**config.mk**
```make
export PLATFORM = sky130hd
export DESIGN_NAME = mips_id_core
export DESIGN_NICKNAME = d
export VERILOG_FILES = /design/src/rtl/mips_id_pkg.sv /design/src/rtl/mips_id_regfile.sv /design/src/rtl/mips_id_core.sv
export SDC_FILE = /design/constraint.sdc
export NUM_CORES = 2
export LEC_CHECK = 0
export CAP_MARGIN = 10
export CORE_UTILIZATION = 45
export DETAILED_ROUTE_END_ITERATION = 16
export RECOVER_POWER = 50
export SLEW_MARGIN = 20
export SYNTH_ARGS = -nofsm -noshare
export SYNTH_HDL_FRONTEND = slang
export SYNTH_SLANG_ARGS = --single-unit
```
**constraint.sdc**
```tcl
create_clock -name CLK -period 3.3 [get_ports CLK]
set_clock_uncertainty 0.15 [all_clocks]
set_input_delay 0.33 -clock CLK [delete_from_list [all_inputs] [get_ports CLK]]
set_output_delay 0.33 -clock CLK [all_outputs]
set_load 0.02 [all_outputs]
```
**src/rtl/mips_id_pkg.sv**
```systemverilog
// mips_id_pkg
//   Shared encodings for the MIPS decode stage. Contents:
//   - primary opcodes (Instr[31:26])
//   - R-type function codes (Instr[5:0])
//   - REGIMM rt sub-codes (Instr[20:16])
//   - ALUControl codes for I-type and jump instructions, expressed as the
//     equivalent R-type funct values
//   - funct_known(): the set of R-type functions the decoder accepts
package mips_id_pkg;

    // Primary opcodes
    localparam logic [5:0] OP_RTYPE  = 6'h00;
    localparam logic [5:0] OP_REGIMM = 6'h01;
    localparam logic [5:0] OP_J      = 6'h02;
    localparam logic [5:0] OP_JAL    = 6'h03;
    localparam logic [5:0] OP_BEQ    = 6'h04;
    localparam logic [5:0] OP_BNE    = 6'h05;
    localparam logic [5:0] OP_BLEZ   = 6'h06;
    localparam logic [5:0] OP_BGTZ   = 6'h07;
    localparam logic [5:0] OP_ADDI   = 6'h08;
    localparam logic [5:0] OP_ADDIU  = 6'h09;
    localparam logic [5:0] OP_SLTI   = 6'h0A;
    localparam logic [5:0] OP_SLTIU  = 6'h0B;
    localparam logic [5:0] OP_ANDI   = 6'h0C;
    localparam logic [5:0] OP_ORI    = 6'h0D;
    localparam logic [5:0] OP_XORI   = 6'h0E;
    localparam logic [5:0] OP_LUI    = 6'h0F;
    localparam logic [5:0] OP_LB     = 6'h20;
    localparam logic [5:0] OP_LH     = 6'h21;
    localparam logic [5:0] OP_LW     = 6'h23;
    localparam logic [5:0] OP_LBU    = 6'h24;
    localparam logic [5:0] OP_LHU    = 6'h25;
    localparam logic [5:0] OP_SB     = 6'h28;
    localparam logic [5:0] OP_SH     = 6'h29;
    localparam logic [5:0] OP_SW     = 6'h2B;
    localparam logic [5:0] OP_LL     = 6'h30;
    localparam logic [5:0] OP_SC     = 6'h38;

    // R-type function codes
    localparam logic [5:0] FN_SLL     = 6'h00;
    localparam logic [5:0] FN_SRL     = 6'h02;
    localparam logic [5:0] FN_SRA     = 6'h03;
    localparam logic [5:0] FN_SLLV    = 6'h04;
    localparam logic [5:0] FN_SRLV    = 6'h06;
    localparam logic [5:0] FN_SRAV    = 6'h07;
    localparam logic [5:0] FN_JR      = 6'h08;
    localparam logic [5:0] FN_JALR    = 6'h09;
    localparam logic [5:0] FN_MOVZ    = 6'h0A;
    localparam logic [5:0] FN_MOVN    = 6'h0B;
    localparam logic [5:0] FN_SYSCALL = 6'h0C;
    localparam logic [5:0] FN_MFHI    = 6'h10;
    localparam logic [5:0] FN_MTHI    = 6'h11;
    localparam logic [5:0] FN_MFLO    = 6'h12;
    localparam logic [5:0] FN_MTLO    = 6'h13;
    localparam logic [5:0] FN_MULT    = 6'h18;
    localparam logic [5:0] FN_MULTU   = 6'h19;
    localparam logic [5:0] FN_DIV     = 6'h1A;
    localparam logic [5:0] FN_DIVU    = 6'h1B;
    localparam logic [5:0] FN_ADD     = 6'h20;
    localparam logic [5:0] FN_ADDU    = 6'h21;
    localparam logic [5:0] FN_SUB     = 6'h22;
    localparam logic [5:0] FN_SUBU    = 6'h23;
    localparam logic [5:0] FN_AND     = 6'h24;
    localparam logic [5:0] FN_OR      = 6'h25;
    localparam logic [5:0] FN_XOR     = 6'h26;
    localparam logic [5:0] FN_NOR     = 6'h27;
    localparam logic [5:0] FN_SLT     = 6'h2A;
    localparam logic [5:0] FN_SLTU    = 6'h2B;

    // REGIMM rt sub-codes
    localparam logic [4:0] RT_BLTZ   = 5'h00;
    localparam logic [4:0] RT_BGEZ   = 5'h01;
    localparam logic [4:0] RT_BLTZAL = 5'h10;
    localparam logic [4:0] RT_BGEZAL = 5'h11;

    // ALUControl codes for non-R-type instructions
    localparam logic [5:0] ALU_NOP    = 6'b000000;
    localparam logic [5:0] ALU_ADD    = 6'b100000;
    localparam logic [5:0] ALU_ADDU   = 6'b100001;
    localparam logic [5:0] ALU_AND    = 6'b100100;
    localparam logic [5:0] ALU_OR     = 6'b100101;
    localparam logic [5:0] ALU_XOR    = 6'b100110;
    localparam logic [5:0] ALU_SLT    = 6'b101010;
    localparam logic [5:0] ALU_SLTU   = 6'b101011;
    localparam logic [5:0] ALU_LUI    = 6'b001111;
    localparam logic [5:0] ALU_LL     = 6'b101000;
    localparam logic [5:0] ALU_SC     = 6'b110110;
    localparam logic [5:0] ALU_BEQ    = 6'b000100;
    localparam logic [5:0] ALU_BNE    = 6'b000101;
    localparam logic [5:0] ALU_BLEZ   = 6'b000110;
    localparam logic [5:0] ALU_BGTZ   = 6'b000111;
    localparam logic [5:0] ALU_REGIMM = 6'b000001;
    localparam logic [5:0] ALU_J      = 6'b000010;

    function automatic logic funct_known(input logic [5:0] f);
        case (f)
            FN_SLL, FN_SRL, FN_SRA, FN_SLLV, FN_SRLV, FN_SRAV,
            FN_JR, FN_JALR, FN_MOVZ, FN_MOVN, FN_SYSCALL,
            FN_MFHI, FN_MTHI, FN_MFLO, FN_MTLO,
            FN_MULT, FN_MULTU, FN_DIV, FN_DIVU,
            FN_ADD, FN_ADDU, FN_SUB, FN_SUBU,
            FN_AND, FN_OR, FN_XOR, FN_NOR, FN_SLT, FN_SLTU:
                return 1'b1;
            default:
                return 1'b0;
        endcase
    endfunction

endpackage

```
**src/rtl/mips_id_regfile.sv**
```systemverilog
// mips_id_regfile
//   32 x 32-bit architectural register file with three combinational read
//   ports and one synchronous write port. Register 0 is hard-wired to zero.
//   The whole array clears asynchronously while RESET is low.
//   Build option MIPS_RF_WRITE_THROUGH_EN: a read port whose address matches
//   a pending nonzero write returns the write data in the same cycle.
// Ports
//   CLK        in   1   write clock (posedge)
//   RESET      in   1   asynchronous active-low clear
//   i_raddr_a  in   5   read address A      o_rdata_a out 32
//   i_raddr_b  in   5   read address B      o_rdata_b out 32
//   i_raddr_c  in   5   read address C      o_rdata_c out 32
//   i_waddr    in   5   write address
//   i_wdata    in   32  write data
//   i_we       in   1   write enable
module mips_id_regfile
    import mips_id_pkg::*;
(
    input  logic        CLK,
    input  logic        RESET,
    input  logic [4:0]  i_raddr_a,
    input  logic [4:0]  i_raddr_b,
    input  logic [4:0]  i_raddr_c,
    input  logic [4:0]  i_waddr,
    input  logic [31:0] i_wdata,
    input  logic        i_we,
    output logic [31:0] o_rdata_a,
    output logic [31:0] o_rdata_b,
    output logic [31:0] o_rdata_c
);

    logic [31:0] r_regs [0:31];

    always_ff @(posedge CLK or negedge RESET) begin
        if (!RESET) begin
            for (int i = 0; i < 32; i++) begin
                r_regs[i] <= '0;
            end
        end else if (i_we && (i_waddr != 5'd0)) begin
            r_regs[i_waddr] <= i_wdata;
        end
    end

    function automatic logic [31:0] rd(input logic [4:0] a);
        if (a == 5'd0) begin
            return '0;
        end
`ifdef MIPS_RF_WRITE_THROUGH_EN
        if (i_we && (a == i_waddr)) begin
            return i_wdata;
        end
`endif
        return r_regs[a];
    endfunction

    assign o_rdata_a = rd(i_raddr_a);
    assign o_rdata_b = rd(i_raddr_b);
    assign o_rdata_c = rd(i_raddr_c);

endmodule

```
**src/rtl/mips_id_core.sv**
```systemverilog
// mips_id_core
//   Decode-stage core of a 5-stage MIPS pipeline: register file, instruction
//   decoder (control flags + 6-bit ALU code) and branch/jump target adder.
//   Everything is combinational except register-file writes. Reset clears
//   the register file only; decode outputs do not depend on it.
//   Build option MIPS_RF_WRITE_THROUGH_EN enables same-cycle write bypass
//   on all three read ports (see mips_id_regfile).
// Ports
//   CLK, RESET (async active-low)
//   Instr, Instr_PC_Plus4, RegisterValue (JR/JALR target), RegC (3rd read addr)
//   WriteReg, WriteData, Write          writeback port
//   DataA/DataB/DataC                   reads of rs, rt, RegC
//   Link, RegDest, Jump, Branch, MemRead, MemWrite, ALUSrc, RegWrite,
//   JumpRegister, SignOrZero, Syscall   decode flags
//   ALUControl                          6-bit ALU operation
//   NextInstructionAddress              branch/jump target
module mips_id_core
    import mips_id_pkg::*;
(
    input  logic        CLK,
    input  logic        RESET,
    input  logic [31:0] Instr,
    input  logic [31:0] Instr_PC_Plus4,
    input  logic [31:0] RegisterValue,
    input  logic [4:0]  RegC,
    input  logic [4:0]  WriteReg,
    input  logic [31:0] WriteData,
    input  logic        Write,
    output logic [31:0] DataA,
    output logic [31:0] DataB,
    output logic [31:0] DataC,
    output logic        Link,
    output logic        RegDest,
    output logic        Jump,
    output logic        Branch,
    output logic        MemRead,
    output logic        MemWrite,
    output logic        ALUSrc,
    output logic        RegWrite,
    output logic        JumpRegister,
    output logic        SignOrZero,
    output logic        Syscall,
    output logic [5:0]  ALUControl,
    output logic [31:0] NextInstructionAddress
);

    logic [5:0]  w_op;
    logic [5:0]  w_funct;
    logic [4:0]  w_rs;
    logic [4:0]  w_rt;
    logic [31:0] w_branch_off;
    logic [31:0] w_jump_tgt;

    assign w_op    = Instr[31:26];
    assign w_rs    = Instr[25:21];
    assign w_rt    = Instr[20:16];
    assign w_funct = Instr[5:0];

    mips_id_regfile u_regfile (
        .CLK       (CLK),
        .RESET     (RESET),
        .i_raddr_a (w_rs),
        .i_raddr_b (w_rt),
        .i_raddr_c (RegC),
        .i_waddr   (WriteReg),
        .i_wdata   (WriteData),
        .i_we      (Write),
        .o_rdata_a (DataA),
        .o_rdata_b (DataB),
        .o_rdata_c (DataC)
    );

    always_comb begin
        Link         = 1'b0;
        RegDest      = 1'b0;
        Jump         = 1'b0;
        Branch       = 1'b0;
        MemRead      = 1'b0;
        MemWrite     = 1'b0;
        ALUSrc       = 1'b0;
        RegWrite     = 1'b0;
        JumpRegister = 1'b0;
        SignOrZero   = 1'b0;
        Syscall      = 1'b0;
        ALUControl   = ALU_NOP;

        case (w_op)
            OP_RTYPE: begin
                if (funct_known(w_funct)) begin
                    RegDest    = 1'b1;
                    SignOrZero = 1'b1;
                    ALUControl = w_funct;
                    RegWrite   = (w_funct != FN_JR) && (w_funct != FN_SYSCALL);
                    if ((w_funct == FN_JR) || (w_funct == FN_JALR)) begin
                        Jump         = 1'b1;
                        JumpRegister = 1'b1;
                    end
                    Link    = (w_funct == FN_JALR);
                    Syscall = (w_funct == FN_SYSCALL);
                end
            end
            OP_REGIMM: begin
                case (w_rt)
                    RT_BLTZ, RT_BGEZ: begin
                        Branch     = 1'b1;
                        SignOrZero = 1'b1;
                        ALUControl = ALU_REGIMM;
                    end
                    // Linking branches compute the return address through the ALU
                    RT_BLTZAL, RT_BGEZAL: begin
                        Branch     = 1'b1;
                        Link       = 1'b1;
                        RegWrite   = 1'b1;
                        SignOrZero = 1'b1;
                        ALUControl = ALU_ADDU;
                    end
                    default: ;
                endcase
            end
            OP_J: begin
                Jump       = 1'b1;
                SignOrZero = 1'b1;
                ALUControl = ALU_J;
            end
            OP_JAL: begin
                Jump       = 1'b1;
                Link       = 1'b1;
                RegWrite   = 1'b1;
                SignOrZero = 1'b1;
                ALUControl = ALU_ADDU;
            end
            OP_BEQ, OP_BNE, OP_BLEZ, OP_BGTZ: begin
                Branch     = 1'b1;
                SignOrZero = 1'b1;
                case (w_op)
                    OP_BEQ:  ALUControl = ALU_BEQ;
                    OP_BNE:  ALUControl = ALU_BNE;
                    OP_BLEZ: ALUControl = ALU_BLEZ;
                    default: ALUControl = ALU_BGTZ;
                endcase
            end
            OP_ADDI, OP_ADDIU, OP_SLTI, OP_SLTIU, OP_LUI: begin
                ALUSrc     = 1'b1;
                RegWrite   = 1'b1;
                SignOrZero = 1'b1;
                case (w_op)
                    OP_ADDI:  ALUControl = ALU_ADD;
                    OP_ADDIU: ALUControl = ALU_ADDU;
                    OP_SLTI:  ALUControl = ALU_SLT;
                    OP_SLTIU: ALUControl = ALU_SLTU;
                    default:  ALUControl = ALU_LUI;
                endcase
            end
            // Logical immediates zero-extend
            OP_ANDI, OP_ORI, OP_XORI: begin
                ALUSrc   = 1'b1;
                RegWrite = 1'b1;
                case (w_op)
                    OP_ANDI: ALUControl = ALU_AND;
                    OP_ORI:  ALUControl = ALU_OR;
                    default: ALUControl = ALU_XOR;
                endcase
            end
            OP_LB, OP_LH, OP_LW, OP_LBU, OP_LHU: begin
                MemRead    = 1'b1;
                ALUSrc     = 1'b1;
                RegWrite   = 1'b1;
                SignOrZero = 1'b1;
                ALUControl = ALU_ADDU;
            end
            OP_SB, OP_SH, OP_SW: begin
                MemWrite   = 1'b1;
                ALUSrc     = 1'b1;
                SignOrZero = 1'b1;
                ALUControl = ALU_ADDU;
            end
            // LL/SC raise Syscall so the wrapper flushes the pipeline around them
            OP_LL: begin
                MemRead    = 1'b1;
                ALUSrc     = 1'b1;
                RegWrite   = 1'b1;
                SignOrZero = 1'b1;
                Syscall    = 1'b1;
                ALUControl = ALU_LL;
            end
            OP_SC: begin
                MemWrite   = 1'b1;
                ALUSrc     = 1'b1;
                RegWrite   = 1'b1;
                SignOrZero = 1'b1;
                Syscall    = 1'b1;
                ALUControl = ALU_SC;
            end
            default: ;
        endcase
    end

    assign w_branch_off = {{14{Instr[15]}}, Instr[15:0], 2'b00};
    assign w_jump_tgt   = {Instr_PC_Plus4[31:28], Instr[25:0], 2'b00};

    always_comb begin
        if (Jump && JumpRegister) begin
            NextInstructionAddress = RegisterValue;
        end else if (Jump) begin
            NextInstructionAddress = w_jump_tgt;
        end else begin
            NextInstructionAddress = Instr_PC_Plus4 + w_branch_off;
        end
    end

endmodule

```
## Yosys cells after proc, flatten, opt, wreduce, memory -nomap -nowiden

Memory sizes are Yosys's and may differ from the RTL's.
Cells that the tools add are included.

| operators by class | value |
|---|---|
| reductions and logical operators | 24 |
| bitwise logic cells | 4 |
| mux-type cells | 49 |
| eq/ne operators | 33 |
| $add $sub $neg | 1 |
| magnitude comparators | 5 |

Operators with widths:

| cell | number |
|---|---|
| 1024-bit bitwise mux | 1 |
| 32-bit binary-select mux with 5-bit select | 3 |
| 32-bit 2-to-1 mux | 15 |
| 32-bit demux with 5-bit select | 1 |
| 6-bit by 4-bit equality test with 1-bit output, second input constant | 11 |
| 6-bit equality test, second input constant | 10 |
| 6-bit case mux with 9 select lines | 1 |
| 32-bit adder | 1 |
| 6-bit by 3-bit equality test with 1-bit output, second input constant | 4 |
| 6-bit >= comparator, second input constant | 4 |
| 5-bit NOT with 6-bit output | 4 |
| 6-bit case mux with 4 select lines | 1 |
| 21-bit OR reduction | 1 |
| 18-bit OR reduction | 1 |
| 1-bit 2-to-1 mux | 17 |
| 16-bit OR reduction | 1 |
| 5-bit zero test | 3 |
| 6-bit by 2-bit equality test with 1-bit output, second input constant | 2 |
| 6-bit by 4-bit != test with 1-bit output, second input constant | 2 |
| 6-bit case mux with 2 select lines | 1 |
| 4-bit OR reduction | 3 |
| 5-bit equality test, second input constant | 2 |
| 1-bit case mux with 3 select lines | 3 |
| 9-bit OR reduction | 1 |
| other kinds (15) | 23 |

| word-level totals | value |
|---|---|
| ROM bits | 64 |
| memories kept | 1 |
| logic and storage cells | 149 |
| output and inout bits | 145 |
| register bits | 1024 |

Memories:

| memory | words | bits a word | rd ports | clocked after memory_dff | write ports | RTL line | source |
|---|---|---|---|---|---|---|---|
| (name not given) | 64 | 1 | 1 | 0 | 0 | mips_id_pkg.sv:96 | `case (f)` |

## Logic depth before layout (Yosys ltp)

| logic depth | value |
|---|---|
| depth in word-level cells | 7 |
| mapped depth | 11 |
| mapped depth without buffers | 11 |

## Cells and area by module

A second synthesis with hierarchy kept.

| unflattened totals | value |
|---|---|
| cells, all modules | 4945 |
| area total of the unflattened synthesis | 65380.2 sq um |

By module, submodules not included:

| module | instances | cells each | area an instance (sq um) |
|---|---|---|---|
| mips_id_regfile | 1 | 4539 | 62929.1 |
| mips_id_core | 1 | 406 | 2451.1 |

## Worst setup path after synthesis

OpenSTA, ideal clock, no wires.

| timing | value |
|---|---|
| path type | input to output |
| start | input Instr[0] |
| end | output NextInstructionAddress[18] |
| setup slack | -72 ps |
| cell stages on the path | 11 |
| required time | 2820 ps |
| path buffers | 0 |
| data arrival time | 2892 ps |
| path through | ha_1 fa_1 a21o_1 a221oi_2 or4_1 o211ai_2 a31o_2 a21o_1 a21oi_1 xnor2_1 o21ai_0 |

| on the way | value |
|---|---|
| word-level cells in the longest chain between the ends | 7 |
| elaborated cells on any way between the ends | 13 |
| classes of those cells | add/sub: 1; eq/ne: 2; mux: 7; reduce/logical: 2; memory: 1 |

Ends and longest elaborated chain:

| item | RTL line | source |
|---|---|---|
| from (decl) | mips_id_core.sv:22 | `input logic [31:0] Instr,` |
| branches (longest 6 deep; another with memory 64 x 1 bit) | n/a |  |
| 32-bit 2-to-1 mux * | mips_id_core.sv:202 | `if (Jump && JumpRegister) begin` |
| to (decl) | mips_id_core.sv:44 | `output logic [31:0] NextInstructionAddress` |

Every way passes the cells marked *. The select of a mux whose other input is x is not followed.

## Worst setup path after layout

| timing | value |
|---|---|
| start | input Instr[0] |
| end | output NextInstructionAddress[26] |

Same word-level chain as after synthesis.

==> results.md <==
- Status: complete, but fails checks
- Failing checks: max-capacitance violations, max-slew violations, negative setup slack
- Worst-Margin Slew: roughly 1.9 ns
- Antenna Violating Nets Remaining: 0
- Worst setup SP type: input pin
- Placed cell count: 6,385
- Synth cell types: 62
- # nets final: ~4,800
- Synthesized flop and latch total: 1,024
- Core footprint: 141,800 sq um
- DR WL/cell: 33.25 um
- DP Area: 73,410 sq um
- Largest net degree at the start of global routing: 131
- CTS tree: yes
- Hold Fails Final Rpt: 0
- Die area: 144,700 sq um
- Post-synth top cells: mux2_2, dfrtp_1, mux4_2
- Cell Count, Final, Fillers Out: approximately 6,600
- Mean post-synth cell area: 15.35 sq um
- H-Tree Depth: 3
- Hold Crit Class: in2reg
- Fin crit period: 3.345 ns
- Clk Latency, worst-skew pair: 0.73 ns
- Routed wire length: 220,100 um
- Max Clk Rate: 299.0 MHz
- Footprint of the multi-input gates: 37,780 sq um
- Hold Crit Start: WriteData[17]
- Synthesized netlist net count: 4,369
- EDFF count, synth: 0
- Sequential fraction of the synthesis area: approximately two fifths
- Setup crit end kind: output port
- Area share of the largest cell type after synthesis: 39.78%
- Most common cell in the netlist: mux2_2
- Max reg flops: approximately 1,000
- Setup violations, final: 3
- Sequential cell area: between 20,000 and 30,000 sq um
- Cell area after synthesis: around 64,000 sq um
- Ys Warns: 0
- Slew headroom: -24.01%
- Gr ovfl total: 0
- 1st-pass router iterations: 5
- Synth area leader: dfrtp_1
- Vias in the first global route: between 40,000 and 50,000
- Reg2Reg Depth: 2
- Fin util: 54.92%
- Final max-slew violation count: 229
- Io pins: 286
- Total GRT Usage: 30.62%
- Initial Utilization: a little under half
- Initial antenna violation count: 11
- Clk sinks: around 1,000
- Longest Clk Path Bufs: 3
- Post-DP HPWL: 143,100 um
- Worst r2r src: u_regfile.r_regs[90]
- Via count: roughly 44,000
- Power Dens Cells: 555.3 nW/um^2
- RePlAce Congestion: 0.9206
- Chip Width: 380.4 um
- WHS: 0.09827 ns
- Unrepaired setup endpoints after global routing: yes
- Detailed-route vias per instance: between 6 and 7
- Input/output buffers: 285
- Setup slack, reg-to-reg: 2.22 ns
- Largest cells by area after synthesis: dfrtp_1, mux4_2, mux2_2, clkbuf_1, mux2i_1
- Worst vdd ir: 0.0004180 V
- Worst-path fanout max: 4
- Die Height: 380.4 um
- Worst-path clk slew: about 0.060 ns
- First-pass GRT wire length: 323,300 um
- Final instance area: 77,860 sq um
- Layout fillers: 11,490
- Starting DRT DRC Count: 4,059
- Final WS setup: -0.04459 ns
- Layout cell share with drive strength beyond 1: 61.48%
- Synth async-reset ratio: 100.0%
- WP data required: approximately 2.8 ns
- Ys flop type: dfrtp_1
- Drt drc: 0
- Tcrit/Tclk final: 101.4%
- Arr. time, crit path: about 2.9 ns
- Hold depth: 2
- Clock Root Buffer: clkbuf_16
- Pwr Total: 43.23 mW
- Worst Setup Path Type: in2out
- Worst Hold Endpoint: u_regfile.r_regs[753]
- Reg with most FFs: u_regfile.r_regs
- CTS buffer count: 112
- Reg2reg end: u_regfile.r_regs[90]
- Cells after Synth: 4,198
- Top Registers: u_regfile.r_regs: 1024 flops
- MaxCap Viol Count: 3
- Layout area overhead: 20.86%
- P_leak: 32.92 nW
- Rows: 138
how the worst max path moves through the flow:
stage,from,to,slack [ns],depth (start not counted)
after CTS,Instr[0],NextInstructionAddress[30],-0.0007,14
after detailed placement,Instr[1],NextInstructionAddress[31],-1.04,15
final,Instr[0],NextInstructionAddress[26],-0.04,14
after global routing,Instr[0],NextInstructionAddress[22],-0.18,15
after global placement,Instr_PC_Plus4[3],NextInstructionAddress[31],-1.04,15
after floorplan,Instr[0],NextInstructionAddress[24],0.01,11
power by group:
group | switching [mW] | leakage (nW) | internal [mW]
Clock | 5.56 | 1.96 | 7.98
Combinational | 4.97 | 17.8 | 7.53
Sequential | 2.25 | 13.1 | 14.9
Total | 12.8 | 32.9 | 30.5
through the flow:
stage | setup WS (ns) | TNS [ns]
after floorplan | 0.01354 | 0
after global placement | -1.039 | -21.36
after detailed placement | -1.042 | -21.78
after CTS | -0.0006770 | -0.0006770
after global routing | -0.1763 | -19.23
final | -0.04459 | -0.09462
cells in the final DEF (no fill, tap or decap), types with 11 or more instances in the layout:
master	n
nand2_1	75
mux2i_1	74
nand3_1	15
clkbuf_1	25
mux2_2	1025
dfrtp_1	1024
buf_12	127
bufinv_16	15
clkbuf_8	23
inv_1	25
clkdlybuf4s50_1	92
dlygate4sd2_1	54
clkbuf_16	113
clkinv_2	29
xor2_1	13
nor2_1	143
nor2_4	19
o22ai_1	15
nand2_4	12
a21oi_1	65
nor2_2	11
buf_6	27
mux4_2	927
o21ai_0	38
buf_2	40
mux2i_2	11
clkbuf_2	22
buf_4	384
dlymetal6s2s_1	11
ha_4	21
timing repair:
| item | in CTS | in global routing |
|---|---|---|
| hold buffers | 2 | 0 |
| endpoints found under the setup margin | 115 | 52 |
| gates cloned | 0 | 0 |
| endpoints found under the hold margin | 582 | 0 |
| resized for setup | 449 | 132 |
| pin swaps | 52 | 48 |
| buffers inserted | 14 | 11 |
kinds of logic after synthesis:
group / after synthesis / synth area share [%]
buffers and inverters: 512 / 3.108
multiplexers: 2045 / 51.77
AO/OA/AOI/OAI: 219 / 2.113
adder cells (fa/ha/maj): 30 / 0.5943
flip-flops: 1024 / 39.78
XOR/XNOR: 24 / 0.3263
AND/OR/NAND/NOR: 344 / 2.313
critical path, stage by stage:
cell,delay [ns]
buf_6,0.10
ha_4,0.16
fa_2,0.36
a21o_1,0.19
a221oi_2,0.29
or4_4,0.21
o211ai_4,0.09
buf_12,0.15
a41oi_4,0.21
buf_6,0.15
o31ai_4,0.05
or3_1,0.36
nand2_1,0.08
buf_4,0.14
final cells by class:
class                           count  share of cell area, %
Multi-Input combinational cell   2662                  48.53
Sequential cell                  1024                  32.91
Timing Repair Buffer              804                  10.31
Clock buffer                      152                  4.116
Tap cell                         1890                  3.037
Clock inverter                     59                 0.9642
Inverter                           26                 0.1253
Antenna cell                        2               0.006428
layer usage:
layer,wire length [um],vias to the layer above,track usage (%)
met5,74,-,0
met3,19270,365,7.008
li1,-,17650,-
met2,101600,2028,46.84
met1,92370,23960,43.66
met4,6714,12,9.259
No activity file was read; power rests on OpenSTA's default activity.
